`src/rtl/uart_pkg.sv`:
```
// uart_pkg: parity mode constants and FSM state encoding shared by the UART transmitter and receiver.
package uart_pkg;
  localparam int PARITY_NONE = 0;
  localparam int PARITY_ODD  = 1;
  localparam int PARITY_EVEN = 2;
  typedef enum logic [2:0] {ST_IDLE, ST_START, ST_DATA, ST_PARITY, ST_STOP} uart_state_e;
endpackage

```
`src/rtl/uart_baud_gen.sv`:
```
// uart_baud_gen: bit-period counter whose tick marks the last cycle of each bit period.
module uart_baud_gen #(
  parameter int CLKS_PER_BIT = 868
) (
  input  logic clk,
  input  logic rst,
  input  logic restart,
  output logic tick
);
  localparam int CW = $clog2(CLKS_PER_BIT);
  logic [CW-1:0] cnt_q, cnt_d;
  assign tick  = cnt_q == CW'(CLKS_PER_BIT - 1);
  assign cnt_d = (restart || tick) ? '0 : cnt_q + 1'b1;
  always_ff @(posedge clk or posedge rst)
    if (rst) cnt_q <= '0;
    else     cnt_q <= cnt_d;
endmodule

```
`src/rtl/uart_tx_frame.sv`:
```
// uart_tx_frame: parametrised UART transmitter with valid/ready input, parity, 1-2 stop bits
// and a one-cycle done pulse; frames chain gap-free when a word is offered at the last stop edge.
module uart_tx_frame
  import uart_pkg::*;
#(
  parameter int DATA_BITS    = 8,
  parameter int CLKS_PER_BIT = 868,
  parameter int PARITY       = 0,
  parameter int STOP_BITS    = 1
) (
  input  logic                 clk,
  input  logic                 rst,
  input  logic                 in_valid,
  input  logic [DATA_BITS-1:0] in_data,
  output logic                 in_ready,
  output logic                 tx,
  output logic                 busy,
  output logic                 done
);
  localparam int IW = DATA_BITS > 1 ? $clog2(DATA_BITS) : 1;
  if (DATA_BITS < 5 || DATA_BITS > 9) begin : g_bad_data_bits
    $fatal(1, "uart_tx_frame: DATA_BITS must be 5..9");
  end
  if (PARITY != PARITY_NONE && PARITY != PARITY_ODD && PARITY != PARITY_EVEN) begin : g_bad_parity
    $fatal(1, "uart_tx_frame: PARITY must be 0, 1 or 2");
  end
  if (STOP_BITS != 1 && STOP_BITS != 2) begin : g_bad_stop_bits
    $fatal(1, "uart_tx_frame: STOP_BITS must be 1 or 2");
  end
  if (CLKS_PER_BIT < 2) begin : g_bad_clks
    $fatal(1, "uart_tx_frame: CLKS_PER_BIT must be at least 2");
  end
  uart_state_e          state_q;
  logic [DATA_BITS-1:0] shift_q;
  logic [IW-1:0]        idx_q;
  logic                 stop_q, par_q, tx_q, done_q, tick, last_stop, hs;
  assign last_stop = state_q == ST_STOP && tick && stop_q == 1'(STOP_BITS - 1);
  assign in_ready  = !rst && (state_q == ST_IDLE || last_stop);
  assign hs        = in_valid && in_ready;
  assign tx        = tx_q;
  assign done      = done_q;
  assign busy      = state_q != ST_IDLE;
  // Held in restart while idle so the first bit period always starts from zero.
  uart_baud_gen #(.CLKS_PER_BIT(CLKS_PER_BIT)) u_baud (
    .clk(clk),
    .rst(rst),
    .restart(hs || state_q == ST_IDLE),
    .tick(tick)
  );
  always_ff @(posedge clk or posedge rst)
    if (rst) begin
      state_q <= ST_IDLE;
      shift_q <= '0;
      idx_q   <= '0;
      stop_q  <= 1'b0;
      par_q   <= 1'b0;
      tx_q    <= 1'b1;
      done_q  <= 1'b0;
    end else begin
      done_q <= last_stop;
      if (hs) begin
        state_q <= ST_START;
        tx_q    <= 1'b0;
        shift_q <= in_data;
        par_q   <= ^in_data ^ (PARITY == PARITY_ODD);
      end else if (tick) begin
        case (state_q)
          ST_START: begin
            state_q <= ST_DATA;
            tx_q    <= shift_q[0];
            shift_q <= shift_q >> 1;
            idx_q   <= '0;
          end
          ST_DATA:
            if (idx_q == IW'(DATA_BITS - 1)) begin
              state_q <= PARITY != PARITY_NONE ? ST_PARITY : ST_STOP;
              tx_q    <= PARITY != PARITY_NONE ? par_q : 1'b1;
              stop_q  <= 1'b0;
            end else begin
              idx_q   <= idx_q + 1'b1;
              tx_q    <= shift_q[0];
              shift_q <= shift_q >> 1;
            end
          ST_PARITY: begin
            state_q <= ST_STOP;
            tx_q    <= 1'b1;
            stop_q  <= 1'b0;
          end
          ST_STOP:
            if (last_stop) state_q <= ST_IDLE;
            else           stop_q  <= 1'b1;
          default: state_q <= ST_IDLE;
        endcase
      end
    end
endmodule

```
`config.mk`:
```
export PLATFORM = sky130hd
export DESIGN_NAME = uart_tx_frame
export DESIGN_NICKNAME = d
export VERILOG_FILES = /design/src/rtl/uart_pkg.sv /design/src/rtl/uart_baud_gen.sv /design/src/rtl/uart_tx_frame.sv
export SDC_FILE = /design/constraint.sdc
export NUM_CORES = 1
export LEC_CHECK = 0
export ABC_AREA = 1
export CAP_MARGIN = 20
export CORE_ASPECT_RATIO = 0.8
export CORE_MARGIN = 4
export CORE_UTILIZATION = 50
export DETAILED_ROUTE_END_ITERATION = 7
export PLACE_DENSITY = 0.75
export SLEW_MARGIN = 25
export SYNTH_ARGS = -nofsm -noshare
export SYNTH_HDL_FRONTEND = slang
export SYNTH_SLANG_ARGS = --single-unit
```
`constraint.sdc`:
```
create_clock -name clk -period 2.05 [get_ports clk]
set_input_delay 0.41 -clock clk [delete_from_list [all_inputs] [get_ports clk]]
set_output_delay 0.41 -clock clk [all_outputs]
set_load 0.01 [all_outputs]
```
Word-level counts from Yosys, hierarchy flattened --
Cells that the tools add are included. W data, S select, Z words.
Word-level totals: register bits after elaboration 27, latch bits 0, RAM bits 0, memory bits (read-only) 0, bits of input ports 11, output and inout port bits 4, logic and storage cells 62, memories kept 0
Operators by class: add/sub/neg operators 2, multipliers 0, divide/modulo/power cells 0, order comparisons 0, equality and inequality tests 12, shifts and indexed selects 0, muxes and demuxes 19, bitwise logic cells 2, reductions and logical operators 20
Operator list (number):
- $mux W8 | 3
- $pmux W8 S2 | 1
- $mux W3 | 5
- $pmux W3 S4 | 1
- $add A10 B1 Y10 const B | 1
- $eq A10 B10 Y1 const B | 1
- $mux W10 | 1
- $ne A3 B3 Y1 const B | 3
- $reduce_bool A3 Y1 | 3
- $eq A3 B2 Y1 const B | 2
- $eq A3 B3 Y1 const B | 2
- $ne A2 B2 Y1 const B | 3
- $pmux W1 S3 | 2
- $pmux W3 S2 | 1
- $reduce_and A3 Y1 | 2
- $mux W1 | 5
- $reduce_and A5 Y1 | 1
- $logic_and A1 B1 Y1 | 4
- $reduce_and A4 Y1 | 1
- $reduce_bool A2 Y1 | 2
- $reduce_bool A4 Y1 | 1
- $add A3 B1 Y3 const B | 1
- $eq A3 B1 Y1 const B | 1
- $logic_not A3 Y1 | 1
- 4 further kinds | 7

Depth between registers and ports, before layout --
depth after elaboration 9, mapped depth 10, mapped depth without buffers 10

Hierarchy --
Synthesis repeated with hierarchy kept, for this count alone.
Second synthesis, totals: cells, all modules 189, area total of the unflattened synthesis 1468.9 µm²
By module, submodules not included:
- uart_tx_frame | instances 1, cells each 110, area each 885.8 µm², seq. area each 426.7 µm²
- uart_baud_gen | instances 1, cells each 79, area each 583.1 µm², seq. area each 250.2 µm²

Worst setup path after synthesis --
No wires, ideal clock.
path kind input to register, start input port rst, end register state_q[0], arrival 1684 ps, setup slack 237 ps, stages 4, path buffers 1, cell sequence clkinv_1 > nand3_4 > buf_6 > o21ai_0
Between the ends: cells in the longest elaborated chain, start to end 5, elaborated cells between the ends (all ways) 8, classes of those cells eq/ne (2); mux (1); reduce/logical (5)
Ends and longest elaborated chain:
- start: declaration | RTL line uart_tx_frame.sv:12 | input logic rst,
- $logic_not A1 Y1 (no line) (*)
- $logic_and A1 B1 Y1 (*) | RTL line uart_tx_frame.sv:38 | assign in_ready = !rst && (state_q == ST_IDLE || last_stop);
- $logic_and A1 B1 Y1 (*) | RTL line uart_tx_frame.sv:39 | assign hs = in_valid && in_ready;
- $ne A3 B3 Y1 (no line) or $reduce_bool A2 Y1 (tied branches)
- $reduce_and A3 Y1 (no line)
- end signal: assignment | RTL line uart_tx_frame.sv:76 | state_q <= PARITY != PARITY_NONE ? ST_PARITY : ST_STOP;
- end: declaration | RTL line uart_tx_frame.sv:33 | uart_state_e state_q;
Every way passes the cells marked *; elsewhere a longest branch is shown, timed or not. A chain may end at the register's enable or synchronous reset.

Worst setup path in the final report --
start register u_baud.cnt_q[0], end output port in_ready
Between the ends: cells in the longest elaborated chain, start to end 5
Ends and longest elaborated chain:
- start: declaration | RTL line uart_baud_gen.sv:11 | logic [CW-1:0] cnt_q, cnt_d;
- start signal: assignment | RTL line uart_baud_gen.sv:16 | else cnt_q <= cnt_d;
- $eq A10 B10 Y1 | RTL line uart_baud_gen.sv:12 | assign tick = cnt_q == CW'(CLKS_PER_BIT - 1);
- $logic_and A1 B1 Y1 (2 in series) | RTL line uart_tx_frame.sv:37 | assign last_stop = state_q == ST_STOP && tick && stop_q == 1'(STOP_BITS - 1);
- $logic_or A1 B1 Y1 | RTL line uart_tx_frame.sv:38
- $logic_and A1 B1 Y1 | RTL line uart_tx_frame.sv:38
- end: declaration | RTL line uart_tx_frame.sv:15 | output logic in_ready,
Every way passes these cells.

==> impl_metrics.csv <==
group,metric,value,unit
sta,hold_viol_final,0,
clocking,cts.sinks,27,
place,globalplace.congestion,0.822,
clocking,htreeDepth,1,
critical_path,crit_type,"register to output port",
floorplanning,rows,17,
synth,syn-num-nets,182,
sta,timing.final.ws_setup,0.190,ns
cells_and_area,area_growth,21.1,%
sta,maxSlewViolCount,0,
clocking,cts_buffers,3,
hold_path,hold_end,"idx_q[1]",
cells_and_area,final_cells,236,
synth,synth_cells,168,
floorplanning,dieArea,0.00399,sq mm
critical_path,rr_endpoint,"shift_q[5]",
sta,skew,0.00328,ns
global_routing,overflow,0,
global_routing,grt_pass1_wl,5.43,mm
cells_and_area,drive_above_1_share,28.3,%
global_routing,grt_pass1_vias,1209,
floorplanning,die_w,69.6,um
clocking,cts_hold_buf,0,
synth,syn_area_per_cell,9.03,sq um
critical_path,reg2regPathDepth,9,
drt,antenna_left,0,
power,peakVddDrop,367,uV
cells_and_area,antenna_cells,0,
outcome,outcome,"finished, final reports clean",
global_routing,grt.total_usage,16.8,%
synth,yosysWarnings,0,
global_routing,grt_start_max_net_pins,16,
place,portBuffers,14,
critical_path,cp_max_fo,2,
sta,max-slew-margin-rel,75.3,%
floorplanning,start_util,53.6,%
sta,clock.fmax,538,MHz
drt,first_iter_violations,47,
hold_path,hold_start,"idx_q[1]",
critical_path,r2r-start,"idx_q[0]",
floorplanning,core-area,0.00283,sq mm
global_routing,grt_util_met1,22.6,%
flow_run,max-cap-violations,0,
power,static-leakage-power,0.000885,uW
floorplanning,io_pins,15,
place,hpwl,2.47,mm
place,place_inst,230,
floorplanning,die_y,57.3,um
synth,synth_cell_types,31,
sta,post-route-period-util,90.7,%
sta,period_needed,1.86,ns
drt,drt-total-wl,3.03,mm
drt,vias,1218,
critical_path,r2r_slack,0.25,ns
cells_and_area,final_nets,213,
hold_path,hp-class,"register to register",
clocking,clk_path_buf_depth,2,
global_routing,antenna_found_initial,0,
place,placed_cell_area,0.00178,sq mm
sta,setup_violations,0,
global_routing,grt.met3_usage,4.40,%
place,pre_cts_ws,0.0111,ns
drt,via_per_inst,5.16,
sta,hold_slack,0.497,ns
hold_path,min_path_cells,2,
global_routing,grt.busiest_layer,"met2",
drt,first_pass_iters,4,
synth,ys_seq_area_share,44.6,%
sta,tightest_slew,0.370,ns
critical_path,crit_required,1.64,ns
critical_path,arrival,1.45,ns
drt,drc,0,
critical_path,endpoint_kind,"output port",
drt,routedWlPerCell,12.8,um
clocking,root_buffer,"clkbuf_8",
sta,rsz0062_at_grt,"false",
power,power.density,472,mW/mm^2
cells_and_area,final_cell_mix,"33 x nand2_1, 26 x dfrtp_1, 16 x nor2_1, 16 x nand3_2, 15 x buf_4",
clocking,cts_tree,"built",
clocking,clock_latency,0.27,ns
clocking,clkTransAtPathRegs,0.09,ns
cells_and_area,design_area,0.00184,sq mm
synth,mappedNetlistArea,0.00152,sq mm
global_routing,grt_util_met2,28.3,%
critical_path,cp-start-kind,"register",
synth,ys_seq_elements,27,
cells_and_area,final_common_cell,"nand2_1",
[critical path, cell delays in order, from the launching register on]
cell	delay, ns
dfrtp_1	0.36
ha_1	0.17
nand3_1	0.11
nor2_2	0.15
nand3_2	0.09
a21oi_2	0.16
clkbuf_2	0.15
[where the power goes]
| part | switching, uW | internal, uW | total, uW |
|---|---|---|---|
| combinational | 19.9 | 21.2 | 41.1 |
| sequential | 0.535 | 533 | 533 |
| clock | 157 | 136 | 293 |
[cell usage after synthesis, drive strengths merged]
cell / number / area [sq um]
nand4: 9 / 56.3
o21ai: 3 / 15.0
a21oi: 3 / 15.0
nor2: 22 / 121
clkinv: 1 / 3.75
buf: 2 / 22.5
nor3: 5 / 36.3
nand2: 37 / 159
nor3b: 1 / 7.51
o31ai: 1 / 7.51
nand3: 27 / 228
inv: 20 / 77.6
xor2: 3 / 26.3
a41oi: 1 / 8.76
nor4: 1 / 6.26
nand3b: 1 / 7.51
clkbuf: 1 / 5.00
dfstp: 1 / 26.3
ha: 3 / 37.5
dfrtp: 26 / 651
[sequential cells by signal (all words and copies together) (netlist names)]
signal,count
shift_q,8
u_baud.cnt_q,10
tx,1
done,1
stop_q,1
idx_q,3
state_q,3
[final cells by class]
cell class	count	area [sq um]
clock inverters	1	5.00
inverters	21	81.3
clock buffers	3	41.3
flip-flops and latches	27	677
well taps	38	47.5
fillers	227	991
multi-input cells	117	736
repair buffers	29	250
[metrics by stage]
stage | util [%] | total power, uW | setup TNS, ns
after floorplan | - | 558 | 0
after global placement | 62.8 | 584 | 0
after detailed placement | 62.8 | 586 | 0
after CTS | 64.4 | 877 | -0.0161
after global routing | 65.0 | 915 | 0
final | 65.0 | 867 | 0
[logic make-up (layout without fill, tap and decap cells)]
| family | after synthesis | in the layout | synth area share (%) |
|---|---|---|---|
| AO/OA/AOI/OAI | 8 | 8 | 3.05 |
| XOR/XNOR | 3 | 3 | 1.73 |
| adder cells (fa/ha/maj) | 3 | 3 | 2.47 |
| buffers and inverters | 24 | 54 | 7.17 |
| flip-flops | 27 | 27 | 44.6 |
| AND/OR/NAND/NOR | 103 | 103 | 41.0 |
[worst max-delay path by stage]
stage	endpoint	from	cells past startpoint	slack (ns)
final	in_ready	u_baud.cnt_q[0]	6	0.19
after global routing	in_ready	u_baud.cnt_q[1]	6	0.04
after CTS	in_ready	u_baud.cnt_q[1]	6	-0.02
after detailed placement	in_ready	u_baud.cnt_q[1]	6	0.01
after global placement	in_ready	u_baud.cnt_q[1]	6	0.05
after floorplan	state_q[0]	rst	4	0.24
[what timing repair did]
action,CTS,global route
gates cloned,0,0
resized for setup,1,4
setup buffers,0,2
setup endpoints to repair,1,2
[layer usage]
metal  up-vias  part of all wire [%]  routed length [um]
met5         -                     0                   0
met4         0                  0.60                  18
met3         2                   3.4                 103
met2        19                    51                1550
met1       579                    45                1360
li1        618                     -                   -
No activity file was read; power rests on OpenSTA's default activity.
